--- config.mk ---
export PLATFORM = sky130hd
export DESIGN_NAME = uart_wrapper
export DESIGN_NICKNAME = d
export VERILOG_FILES = /design/src/rtl/uart_pkg.sv /design/src/rtl/uart_rx.sv /design/src/rtl/uart_wrapper.sv
export SDC_FILE = /design/constraint.sdc
export NUM_CORES = 1
export LEC_CHECK = 0
export ABC_AREA = 0
export BUFFER_PORTS_ARGS = -buffer_cell sky130_fd_sc_hd__buf_2
export CELL_PAD_IN_SITES_DETAIL_PLACEMENT = 1
export CELL_PAD_IN_SITES_GLOBAL_PLACEMENT = 2
export CORE_ASPECT_RATIO = 0.75
export CORE_MARGIN = 1.5
export CORE_UTILIZATION = 25
export DETAILED_ROUTE_END_ITERATION = 16
export GPL_TIMING_DRIVEN = 0
export PLACE_DENSITY = 0.57
export SLEW_MARGIN = 20
export SYNTH_ARGS = -nofsm -noshare
export SYNTH_HDL_FRONTEND = slang
export SYNTH_SLANG_ARGS = --single-unit
--- constraint.sdc ---
create_clock -name clk -period 2.45 [get_ports clk]
set_clock_uncertainty 0.05 [all_clocks]
set_input_delay 0.49 -clock clk [delete_from_list [all_inputs] [get_ports clk]]
set_output_delay 0.49 -clock clk [all_outputs]
set_load 0.03 [all_outputs]
--- src/rtl/uart_pkg.sv ---
// rtl/uart_pkg.sv - shared UART defaults and state encodings
package uart_pkg;

    localparam int          DEF_BAUD_DIV = 434;
    localparam logic [21:0] DEF_GAP_CLKS = 22'd2_000_000;

    typedef enum logic {
        IDLE,
        WAIT_LOW
    } asm_state_e;

    typedef enum logic {
        TX_IDLE,
        TX_SHIFT
    } tx_state_e;

endpackage

--- src/rtl/uart_rx.sv ---
// rtl/uart_rx.sv - 8N1 receiver: synchronizer, bit timing, shift register, framing check
module uart_rx
    import uart_pkg::*;
#(
    parameter int BAUD_DIV = DEF_BAUD_DIV
) (
    input  logic       clk,
    input  logic       rst_n,
    input  logic       rx_i,
    output logic [7:0] data_o,
    output logic       rdy_o,
    output logic       busy_o
);

    localparam logic [15:0] HALF_M1 = 16'(BAUD_DIV / 2 - 1);
    localparam logic [15:0] FULL_M1 = 16'(BAUD_DIV - 1);

    logic [1:0]  sync_q;
    logic        prev_q,  prev_d;
    logic        busy_q,  busy_d;
    logic [15:0] cnt_q,   cnt_d;
    logic [3:0]  bit_q,   bit_d;
    logic [7:0]  shift_q, shift_d;
    logic        rdy_q,   rdy_d;
    logic        rx_s;

    assign rx_s = sync_q[1];

    always_ff @(posedge clk or negedge rst_n) begin
        if (!rst_n) begin
            sync_q  <= 2'b11;
            prev_q  <= 1'b1;
            busy_q  <= 1'b0;
            cnt_q   <= '0;
            bit_q   <= '0;
            shift_q <= '0;
            rdy_q   <= 1'b0;
        end else begin
            sync_q  <= {sync_q[0], rx_i};
            prev_q  <= prev_d;
            busy_q  <= busy_d;
            cnt_q   <= cnt_d;
            bit_q   <= bit_d;
            shift_q <= shift_d;
            rdy_q   <= rdy_d;
        end
    end

    // bit_q indexes the sample: 0 = start, 1..8 = data LSB first, 9 = stop
    always_comb begin
        prev_d  = rx_s;
        busy_d  = busy_q;
        cnt_d   = cnt_q;
        bit_d   = bit_q;
        shift_d = shift_q;
        rdy_d   = 1'b0;
        if (!busy_q) begin
            if (prev_q && !rx_s) begin
                busy_d = 1'b1;
                cnt_d  = HALF_M1;
                bit_d  = 4'd0;
            end
        end else if (cnt_q != 16'd0) begin
            cnt_d = cnt_q - 16'd1;
        end else begin
            cnt_d = FULL_M1;
            bit_d = bit_q + 4'd1;
            if (bit_q == 4'd0) begin
                // a start bit that is high again at mid-bit was a glitch
                if (rx_s) begin
                    busy_d = 1'b0;
                end
            end else if (bit_q == 4'd9) begin
                busy_d = 1'b0;
                rdy_d  = rx_s;
            end else begin
                shift_d = {rx_s, shift_q[7:1]};
            end
        end
    end

    assign data_o = shift_q;
    assign rdy_o  = rdy_q;
    assign busy_o = busy_q;

endmodule

--- src/rtl/uart_wrapper.sv ---
// rtl/uart_wrapper.sv - full-duplex UART: two-byte command assembler and response transmitter
module uart_wrapper
    import uart_pkg::*;
#(
    parameter int          BAUD_DIV = DEF_BAUD_DIV,
    parameter logic [21:0] GAP_CLKS = DEF_GAP_CLKS
) (
    input  logic        clk,
    input  logic        rst_n,
    input  logic        RX,
    output logic        TX,
    output logic [15:0] cmd,
    output logic        cmd_rdy,
    input  logic        clr_cmd_rdy,
    input  logic        trmt,
    input  logic [7:0]  resp,
    output logic        tx_done
);

    localparam logic [15:0] FULL_M1 = 16'(BAUD_DIV - 1);

    logic [7:0] rx_data;
    logic       rx_rdy;
    logic       rx_busy;

    uart_rx #(.BAUD_DIV(BAUD_DIV)) u_rx (
        .clk    (clk),
        .rst_n  (rst_n),
        .rx_i   (RX),
        .data_o (rx_data),
        .rdy_o  (rx_rdy),
        .busy_o (rx_busy)
    );

    asm_state_e  state_q,   state_d;
    logic [15:0] cmd_q,     cmd_d;
    logic        cmd_rdy_q, cmd_rdy_d;
    logic [21:0] gap_q,     gap_d;

    always_ff @(posedge clk or negedge rst_n) begin
        if (!rst_n) begin
            state_q   <= IDLE;
            cmd_q     <= '0;
            cmd_rdy_q <= 1'b0;
            gap_q     <= '0;
        end else begin
            state_q   <= state_d;
            cmd_q     <= cmd_d;
            cmd_rdy_q <= cmd_rdy_d;
            gap_q     <= gap_d;
        end
    end

    // Clear is applied first so a same-cycle set overrides it
    always_comb begin
        state_d   = state_q;
        cmd_d     = cmd_q;
        cmd_rdy_d = cmd_rdy_q;
        gap_d     = gap_q;
        if (clr_cmd_rdy) begin
            cmd_rdy_d = 1'b0;
        end
        case (state_q)
            IDLE: begin
                if (rx_rdy) begin
                    cmd_d[15:8] = rx_data;
                    cmd_rdy_d   = 1'b0;
                    gap_d       = '0;
                    state_d     = WAIT_LOW;
                end
            end
            WAIT_LOW: begin
                if (rx_rdy) begin
                    cmd_d[7:0] = rx_data;
                    cmd_rdy_d  = 1'b1;
                    gap_d      = '0;
                    state_d    = IDLE;
                end else if (!rx_busy) begin
                    // a low byte already in flight suspends the timeout
                    if (gap_q >= GAP_CLKS) begin
                        gap_d   = '0;
                        state_d = IDLE;
                    end else begin
                        gap_d = gap_q + 22'd1;
                    end
                end
            end
            default: state_d = IDLE;
        endcase
    end

    tx_state_e   tx_state_q, tx_state_d;
    logic        tx_q,       tx_d;
    logic        tx_done_q,  tx_done_d;
    logic [8:0]  tx_shift_q, tx_shift_d;
    logic [15:0] tx_cnt_q,   tx_cnt_d;
    logic [3:0]  tx_bit_q,   tx_bit_d;

    always_ff @(posedge clk or negedge rst_n) begin
        if (!rst_n) begin
            tx_state_q <= TX_IDLE;
            tx_q       <= 1'b1;
            tx_done_q  <= 1'b0;
            tx_shift_q <= '0;
            tx_cnt_q   <= '0;
            tx_bit_q   <= '0;
        end else begin
            tx_state_q <= tx_state_d;
            tx_q       <= tx_d;
            tx_done_q  <= tx_done_d;
            tx_shift_q <= tx_shift_d;
            tx_cnt_q   <= tx_cnt_d;
            tx_bit_q   <= tx_bit_d;
        end
    end

    // tx_shift_q holds the bits still to go out: data LSB first, then stop
    always_comb begin
        tx_state_d = tx_state_q;
        tx_d       = tx_q;
        tx_done_d  = tx_done_q;
        tx_shift_d = tx_shift_q;
        tx_cnt_d   = tx_cnt_q;
        tx_bit_d   = tx_bit_q;
        case (tx_state_q)
            TX_IDLE: begin
                if (trmt) begin
                    tx_state_d = TX_SHIFT;
                    tx_d       = 1'b0;
                    tx_done_d  = 1'b0;
                    tx_shift_d = {1'b1, resp};
                    tx_cnt_d   = FULL_M1;
                    tx_bit_d   = 4'd0;
                end
            end
            TX_SHIFT: begin
                if (tx_cnt_q != 16'd0) begin
                    tx_cnt_d = tx_cnt_q - 16'd1;
                end else if (tx_bit_q == 4'd9) begin
                    tx_state_d = TX_IDLE;
                    tx_d       = 1'b1;
                    tx_done_d  = 1'b1;
                end else begin
                    tx_d       = tx_shift_q[0];
                    tx_shift_d = {1'b1, tx_shift_q[8:1]};
                    tx_bit_d   = tx_bit_q + 4'd1;
                    tx_cnt_d   = FULL_M1;
                end
            end
            default: tx_state_d = TX_IDLE;
        endcase
    end

    assign TX      = tx_q;
    assign cmd     = cmd_q;
    assign cmd_rdy = cmd_rdy_q;
    assign tx_done = tx_done_q;

endmodule

Word-level counts from Yosys, hierarchy flattened
Cells that the tools add are included.
- bits in registers: 105
- output and inout bits: 19
- add/sub/neg operators: 5
- order comparisons: 1
- equality and inequality tests: 10
- multiplexer cells: 53
- bitwise logic cells: 5
- reduce and logical (&&, ||, !) cells: 15
- operator list (kind ; count):
    two-way mux 16 bit ; 6
    two-way mux 22 bit ; 4
    one-hot mux 22 bit (2 select lines) ; 1
    one-hot mux 16 bit (2 select lines) ; 1
    nonzero test 16 bit ; 2
    subtractor 16 x 1 -> 16 bit, second input constant ; 2
    two-way mux 9 bit ; 3
    two-way mux 1 bit ; 25
    two-way mux 4 bit ; 6
    adder 22 x 1 -> 22 bit, second input constant ; 1
    >= comparator 22 x 21 -> 1 bit, second input constant ; 1
    one-hot mux 9 bit (2 select lines) ; 1
    AND reduction 2 bit ; 6
    one-hot mux 1 bit (2 select lines) ; 5
    adder 4 x 1 -> 4 bit, second input constant ; 2
    == test 4 bit, second input constant ; 2
    != test 2 bit, second input constant ; 4
    one-hot mux 4 bit (2 select lines) ; 1
    != test 3 bit, second input constant ; 2
    AND reduction 3 bit ; 2
    inverter 1 bit ; 5
    zero test 4 bit ; 1
    != test 2 x 1 -> 1 bit, second input constant ; 2
    AND reduction 4 bit ; 1
    other kinds (3) ; 3

Depth between registers and ports, before layout
Gate-level depths: netlist (run 1).
- depth after elaboration: 5
- mapped depth: 8
- mapped depth without buffers: 7

By module
Synthesis (run 1) repeated with hierarchy kept, for this count alone.
- cells, all modules: 541
- area total of the unflattened synthesis: 5535.3 µm²
- by module, submodules not included (module ; times used ; cells an instance ; area each (µm²)):
    uart_wrapper ; 1 ; 378 ; 3812.4
    uart_rx ; 1 ; 163 ; 1722.9

Least setup slack after synthesis (run 1)
OpenSTA, ideal clock, no wires.
- path type: reg-to-reg
- from: reg u_rx.cnt_q[0]
- to: reg u_rx.shift_q[0], in the netlist u_rx.data_o[0]
- setup time: 0.125 ns
- arrival: 1.915 ns
- data required time: 2.275 ns
- slack: 0.361 ns
- stages on the path, launching flop included: 9
- buffers on the path: 1
- clock period less this slack: 2.089 ns
- cell sequence: dfrtp_1 -> inv_1 -> ha_1 -> nor4b_2 -> nand3_2 -> or3_1 -> buf_6 -> nor2_8 -> mux2_2
- longest elaborated chain between the ends: 3
- ends and longest elaborated chain (what ; line ; RTL):
    from (decl) ; uart_rx.sv:21 ; logic [15:0] cnt_q, cnt_d;
    from (signal assigned) ; uart_rx.sv:42 ; cnt_q <= cnt_d;
    nonzero test 16 bit ; uart_rx.sv:63 ; end else if (cnt_q != 16'd0) begin
    inverter 1 bit (no source line) ; - ;
    AND reduction 4 bit (no source line) ; - ;
    to (signal assigned) ; uart_rx.sv:44 ; shift_q <= shift_d;
    to (decl) ; uart_rx.sv:23 ; logic [7:0] shift_q, shift_d;
Every way passes these cells.
A chain may end at the register's enable or synchronous reset.

Final worst setup path (run 1)
- from: reg u_rx.cnt_q[0]
- to: reg u_rx.shift_q[7], in the netlist u_rx.data_o[7]
The elaborated chain is that of the path after synthesis.

==> run metrics, run 1 <==
status=finished clean; grt ovf=0; drt pass-1 iters=4; Final #Nets=587; RePlAce Congestion=0.7086; Critical path origin=u_rx.cnt_q[0]; Num CTS Buffers=9; Synthesis Warnings=0; Worst Hold Launch=RX; FP Rows=45; MaxCap Viol Count=0; Yosys top cell area share=48.57%; synth unique cells=56; DR iter-0 viols=249; Vert. Die Dim=127.9 um; die area=approximately 22000 um^2; Slew @ Worst Pin=approximately 0.71 ns; XOR/XNOR Fraction of Synth Area=2.693%; critical-path cell list=inv_1 > ha_1 > nor4b_4 > nand3_2 > or3_1 > buf_6 > nor2_8 > mux2_2; Die Span X=169.6 um; worst path bufs/invs=2; WHS=0.1698 ns; main combinational cell family by area after synthesis=simple AND/OR/NAND/NOR gates; ys flop type=dfrtp_1; Finished Layout Cells=850; Sink Count=105; max-slew violations=0; pin count of the biggest net entering global routing=68; Post-Syn Instances=519; Power Density=793.5 nW/um^2; highest clock rate=0.4334 GHz; layout cells sized above 1=around 18%; Sum Neg Setup Slack=0 ns; CTS HTree Levels=3; WHS Path Cells=1; post-synthesis adder-cell area fraction=roughly 2.6%; mux contribution to synthesized area=7.718%; antenna viol nets, final=0; syn_nets=about 540; most numerous cell in the Yosys netlist=dfrtp_1; initial core utilization=~26%; IO buf count=31; Pleak=2.725 nW; Via density=4.787; IO Count=32; Stages on worst setup path=8; final wirelength=13.91 mm; CTS clk-pin slew, worst paths=0.08 ns; peak supply drop=0.3469 mV; DP Wirelength=9.645 mm; max_slew headroom=52.64%; synthesized flop and latch total=between 100 and 150; Hold Crit Class=primary input to flip-flop; total power=a little under 5 mW; aggregate global-route resource usage=a little over an eighth; R2R cell count=8; DR WL/cell=about 16 um; first-pass GRT wire length=between 20 and 25 mm; Seq/Total Area, Yosys=about half; CTS tree=done; vias in the first global route=4163; final setup vio count=0; Setup crit end kind=flip-flop; placed insts=833; EDFF count, synth=0; Final Cycle Share=94.19%; top cells by area, synth=dfrtp_1 (49%), mux2_2 (5.4%), nor2_1 (3.6%); Layout area overhead=17.29%; Period minus WS final=2.308 ns; post-synth top area cell=dfrtp_1; mean post-synth cell area=10.03 um^2; Req. time, crit path=2.65 ns; crit path DAT=2.51 ns; final core utilization=~30%; Skew-Pair Late Insertion Delay=~0.36 ns; simple-gate share of the synthesized area=19.76%; r2r startpoint=u_rx.cnt_q[0]; Mapped Area=5204 um^2; RSZ-0062 raised after global routing=false; startpoint types=flip-flop; Worst path slowest cell=dfrtp_1; reg2reg end=u_rx.data_o[7]; reg-to-reg slack, setup=0.14 ns; synth cell count leaders=dfrtp_1 (101), nor2_1 (50), a21oi_1 (37); Top delay family on crit path=simple AND/OR/NAND/NOR gates; Synth Area in Compound Gates=13.66%; Async SR Flop Fraction=100.0%; Worst path max stage delay=0.46 ns; Crit Path Category=flip-flop to flip-flop; Ant. Diodes=0; initial antenna violation count=0; Clk Tree Root Cell=clkbuf_16; Hold Vio Cnt, Final=0; routed via count=a little over 4000; Hold Path End=u_rx.sync_q[0]; Post-route DRC=0; core footprint=20330 um^2; clk buf depth=2; critical path peak fanout=9
repair_timing:
action                                 4_1_cts  5_1_grt
resized for setup                            0        5
buffers inserted                             0        0
endpoints found under the hold margin       12        0
setup endpoints to repair                    0       22
hold buffers                                 1        0
power by group:
part           leakage (nW)  switching (mW)  internal (mW)
logic                  1.21           0.526          0.443
clock network         0.147           0.771          0.732
registers              1.36           0.361           2.01
total                  2.73            1.66           3.19
cells in the final DEF, fill, tap and decap left out, types with 5 or more instances in the layout:
cell type,count
buf_2,38
a31oi_1,24
mux2_2,25
o21ai_0,23
nor2_1,50
inv_1,15
nand3_1,26
clkbuf_16,9
clkbuf_1,8
dfrtp_1,101
xor2_1,5
ha_1,11
nand2b_1,14
nor4_1,8
nand4_1,9
nor3_1,19
or3_1,6
a21o_1,5
mux2i_1,12
nand2_1,35
xnor2_1,11
a21oi_1,36
state kept, by name, indices dropped and copies added (netlist names), 2 cells and up:
name / cells
u_rx.cnt_q: 16
tx_shift_q: 9
u_rx.bit_q: 4
gap_q: 22
tx_cnt_q: 16
u_rx.data_o: 8
cmd: 16
u_rx.sync_q: 2
tx_bit_q: 4
layout make-up:
cell class | count | area, um^2
Inverter | 16 | 60.06
Timing Repair Buffer | 33 | 198.9
Buffer | 20 | 92.59
Clock inverter | 7 | 82.58
Sequential cell | 105 | 2633
Multi-Input combinational cell | 378 | 2459
Clock buffer | 9 | 225.2
Tap cell | 282 | 352.8
Fill cell | 2304 | 14220
through the flow:
stage	setup WS (ns)	cell area, um^2
finish	0.1425	6103
global route	0.02774	6103
CTS	0.02717	6063
detailed placement	0.07739	5746
global placement	-0.5658	5712
floorplan	0.3608	5204
worst register-to-register path, cell delays in order, from the launching register on:
cell and delay [ns]:
dfrtp_1 0.46, inv_1 0.12, ha_1 0.16, nor4b_4 0.22, nand3_2 0.14, or3_1 0.35
buf_6 0.16, nor2_8 0.20, mux2_2 0.35
kinds of logic after synthesis:
logic type      count (synthesis)
flops                         105
simple gates                  196
buf+inv                        36
mux                            37
compound gates                118
xor+xnor                       16
fa+ha+maj                      11
how the worst max path moves through the flow:
stage	endpoint	slack (ns)
finish	u_rx.data_o[7]	0.14
global route	u_rx.cnt_q[14]	0.03
detailed placement	tx_shift_q[7]	0.08
CTS	tx_shift_q[7]	0.03
global placement	cmd[3]	-0.57
floorplan	u_rx.data_o[0]	0.36
layer usage:
metal	track usage, %	part of all wire [%]	up-vias
met2	20.13	43	39
met4	4.373	1.3	0
li1	-	-	1962
met1	19.86	53	2056
met3	2.902	2.5	12
met5	0	0	-
Note: power is estimated with default switching activity, not from simulation.
==> run 2, diff against run 1 <==
--- a/config.mk
+++ b/config.mk
@@ -15,6 +15,7 @@
 export DETAILED_ROUTE_END_ITERATION = 16
 export GPL_TIMING_DRIVEN = 0
 export PLACE_DENSITY = 0.57
+export SETUP_SLACK_MARGIN = 0.15
 export SLEW_MARGIN = 20
 export SYNTH_ARGS = -nofsm -noshare
 export SYNTH_HDL_FRONTEND = slang
==> run metrics, run 2 (synthesized netlist as in run 1, its figures left out) <==
Sw Pwr=1.686 mW; reg2reg end=u_rx.bit_q[2]; crit path DAT=2.48 ns; CTS tree=done; critical path peak fanout=6; Final #Nets=593; DP Wirelength=~9.6 mm; Ant. Diodes=0; vias in the first global route=4166; most frequent cells in the layout=dfrtp_1 (100), nor2_1 (50), a21oi_1 (36); status=finished clean; Hold Path End=u_rx.sync_q[0]; Crit Path Category=flip-flop to flip-flop; r2r startpoint=u_rx.cnt_q[0]; power share of the combinational group=around 22%; WHS Path Cells=1; final setup vio count=0; grt ovf=0; max-slew violations=0; Most flops, register=gap_q; aggregate global-route resource usage=13.74%; Worst path slowest cell=dfrtp_2; DR WL/cell=16.29 um; FP Rows=45; Hold Vio Cnt, Final=0; DR WL met2=6.007 mm; Sink Count=105; MaxCap Viol Count=0; initial antenna violation count=0; first-pass GRT wire length=23.14 mm; total power=~5.0 mW; DR iter-0 viols=between 200 and 250; initial core utilization=approximately a quarter; Via density=approximately 4.8; IO Count=32; reg-to-reg slack, setup=0.21 ns; Die Span X=between 150 and 200 um; Layout area overhead=20.13%; Hold Crit Class=primary input to flip-flop; Post-Route M1 WL=7.449 mm; Flop pwr share=a little under half; placed insts=about 830; antenna viol nets, final=0; Pleak=2.788 nW; Period minus WS final=2.238 ns; IO buf count=31; top sig layer=met4; startpoint types=flip-flop; P_int=3.280 mW; RePlAce Congestion=0.7086; layout cells sized above 1=around 20%; Finished Layout Cells=856; Clk Tree Root Cell=clkbuf_16; CTS clk-pin slew, worst paths=~0.080 ns; met3 wire length=about 300 um; peak supply drop=0.3470 mV; Power Density=794.3 nW/um^2; CTS HTree Levels=3; drt pass-1 iters=4; RSZ-0062 raised after global routing=false; Final Cycle Share=91.35%; highest clock rate=about 0.45 GHz; Vert. Die Dim=127.9 um; routed via count=between 4000 and 5000; Switching Fraction=33.95%; Worst path max stage delay=roughly 0.46 ns; Worst Hold Launch=RX; Req. time, crit path=2.69 ns; Skew-Pair Late Insertion Delay=0.36 ns; max_slew headroom=between 50% and 60%; final wirelength=13.95 mm; Slew @ Worst Pin=roughly 0.7 ns; core footprint=20330 um^2; Num CTS Buffers=9; clk buf depth=2; pin count of the biggest net entering global routing=between 60 and 70; Clk pwr share=approximately 30%; max FFs per register=22; critical-path cell list=inv_2 > ha_4 > nor4b_4 > nand3_2 > or3_4 > buf_8 > buf_4 > or3_1 > a21oi_1; Post-route DRC=0; commonest non-fill, non-tap cell in the layout=dfrtp_1; die area=21700 um^2; R2R cell count=9; Setup crit end kind=flip-flop
[run 2: metal layers]
metal	GRT usage, %	vias to the layer above
met3	2.902	13
met4	4.373	0
li1	-	1977
met1	19.90	2078
met2	20.32	33
met5	0	-
[run 2: power groups by stage]
stage / clock [mW] / sequential [mW] / combinational [mW]
after floorplan: 0 / 2.30 / 0.721
after global placement: 0 / 2.36 / 0.917
after detailed placement: 0 / 2.37 / 0.960
after CTS: 1.58 / 2.37 / 0.984
after global routing: 1.63 / 2.43 / 1.24
final: 1.50 / 2.38 / 1.09
[run 2: worst max path at each step]
stage / from / to / cells past startpoint
final: u_rx.cnt_q[0] / u_rx.bit_q[2] / 9
after CTS: u_rx.cnt_q[0] / u_rx.data_o[7] / 8
after detailed placement: tx_cnt_q[0] / tx_shift_q[7] / 8
after global placement: rst_n / cmd[3] / 1
after floorplan: u_rx.cnt_q[0] / u_rx.data_o[0] / 8
after global routing: u_rx.busy_o / gap_q[18] / 8
[run 2: layout make-up]
class	count	area [um^2]
buffer	20	108.9
clock buffer	9	225.2
clock inverter	7	82.58
fill	2292	14070
inverter	16	63.81
multi-input combinational	378	2540
sequential	105	2634
tap	282	352.8
timing repair buffer	39	244.0
[run 2: critical path, delay by kind of cell (launching register included)]
| family | cells | cell delay [ns] |
|---|---|---|
| flops | 1 | 0.46 |
| compound gates | 1 | 0.14 |
| fa+ha+maj | 1 | 0.12 |
| simple gates | 4 | 1.02 |
| buf+inv | 3 | 0.38 |
[run 2: what timing repair did]
| item | CTS | global route |
|---|---|---|
| hold buffers | 1 | 0 |
| resized for setup | 6 | 29 |
| endpoints found under the hold margin | 12 | 0 |
| pin swaps | 0 | 1 |
| setup buffers | 0 | 6 |
| endpoints found under the setup margin | 32 | 41 |
[run 2: through the flow]
step / setup TNS (ns) / area [um^2] / hold WS [ns] / util (%) / setup slack [ns]
after global routing: 0 / 6251 / 0.1501 / 30.75 / 0.1391
after CTS: 0 / 6101 / 0.1537 / 30.02 / 0.1581
after detailed placement: 0 / 5746 / 0.3029 / 28.27 / 0.07739
after global placement: -56.16 / 5712 / 0.3015 / 28.10 / -0.5658
final: 0 / 6251 / 0.1706 / 30.75 / 0.2120
after floorplan: 0 / 5204 / 0.1444 / - / 0.3608
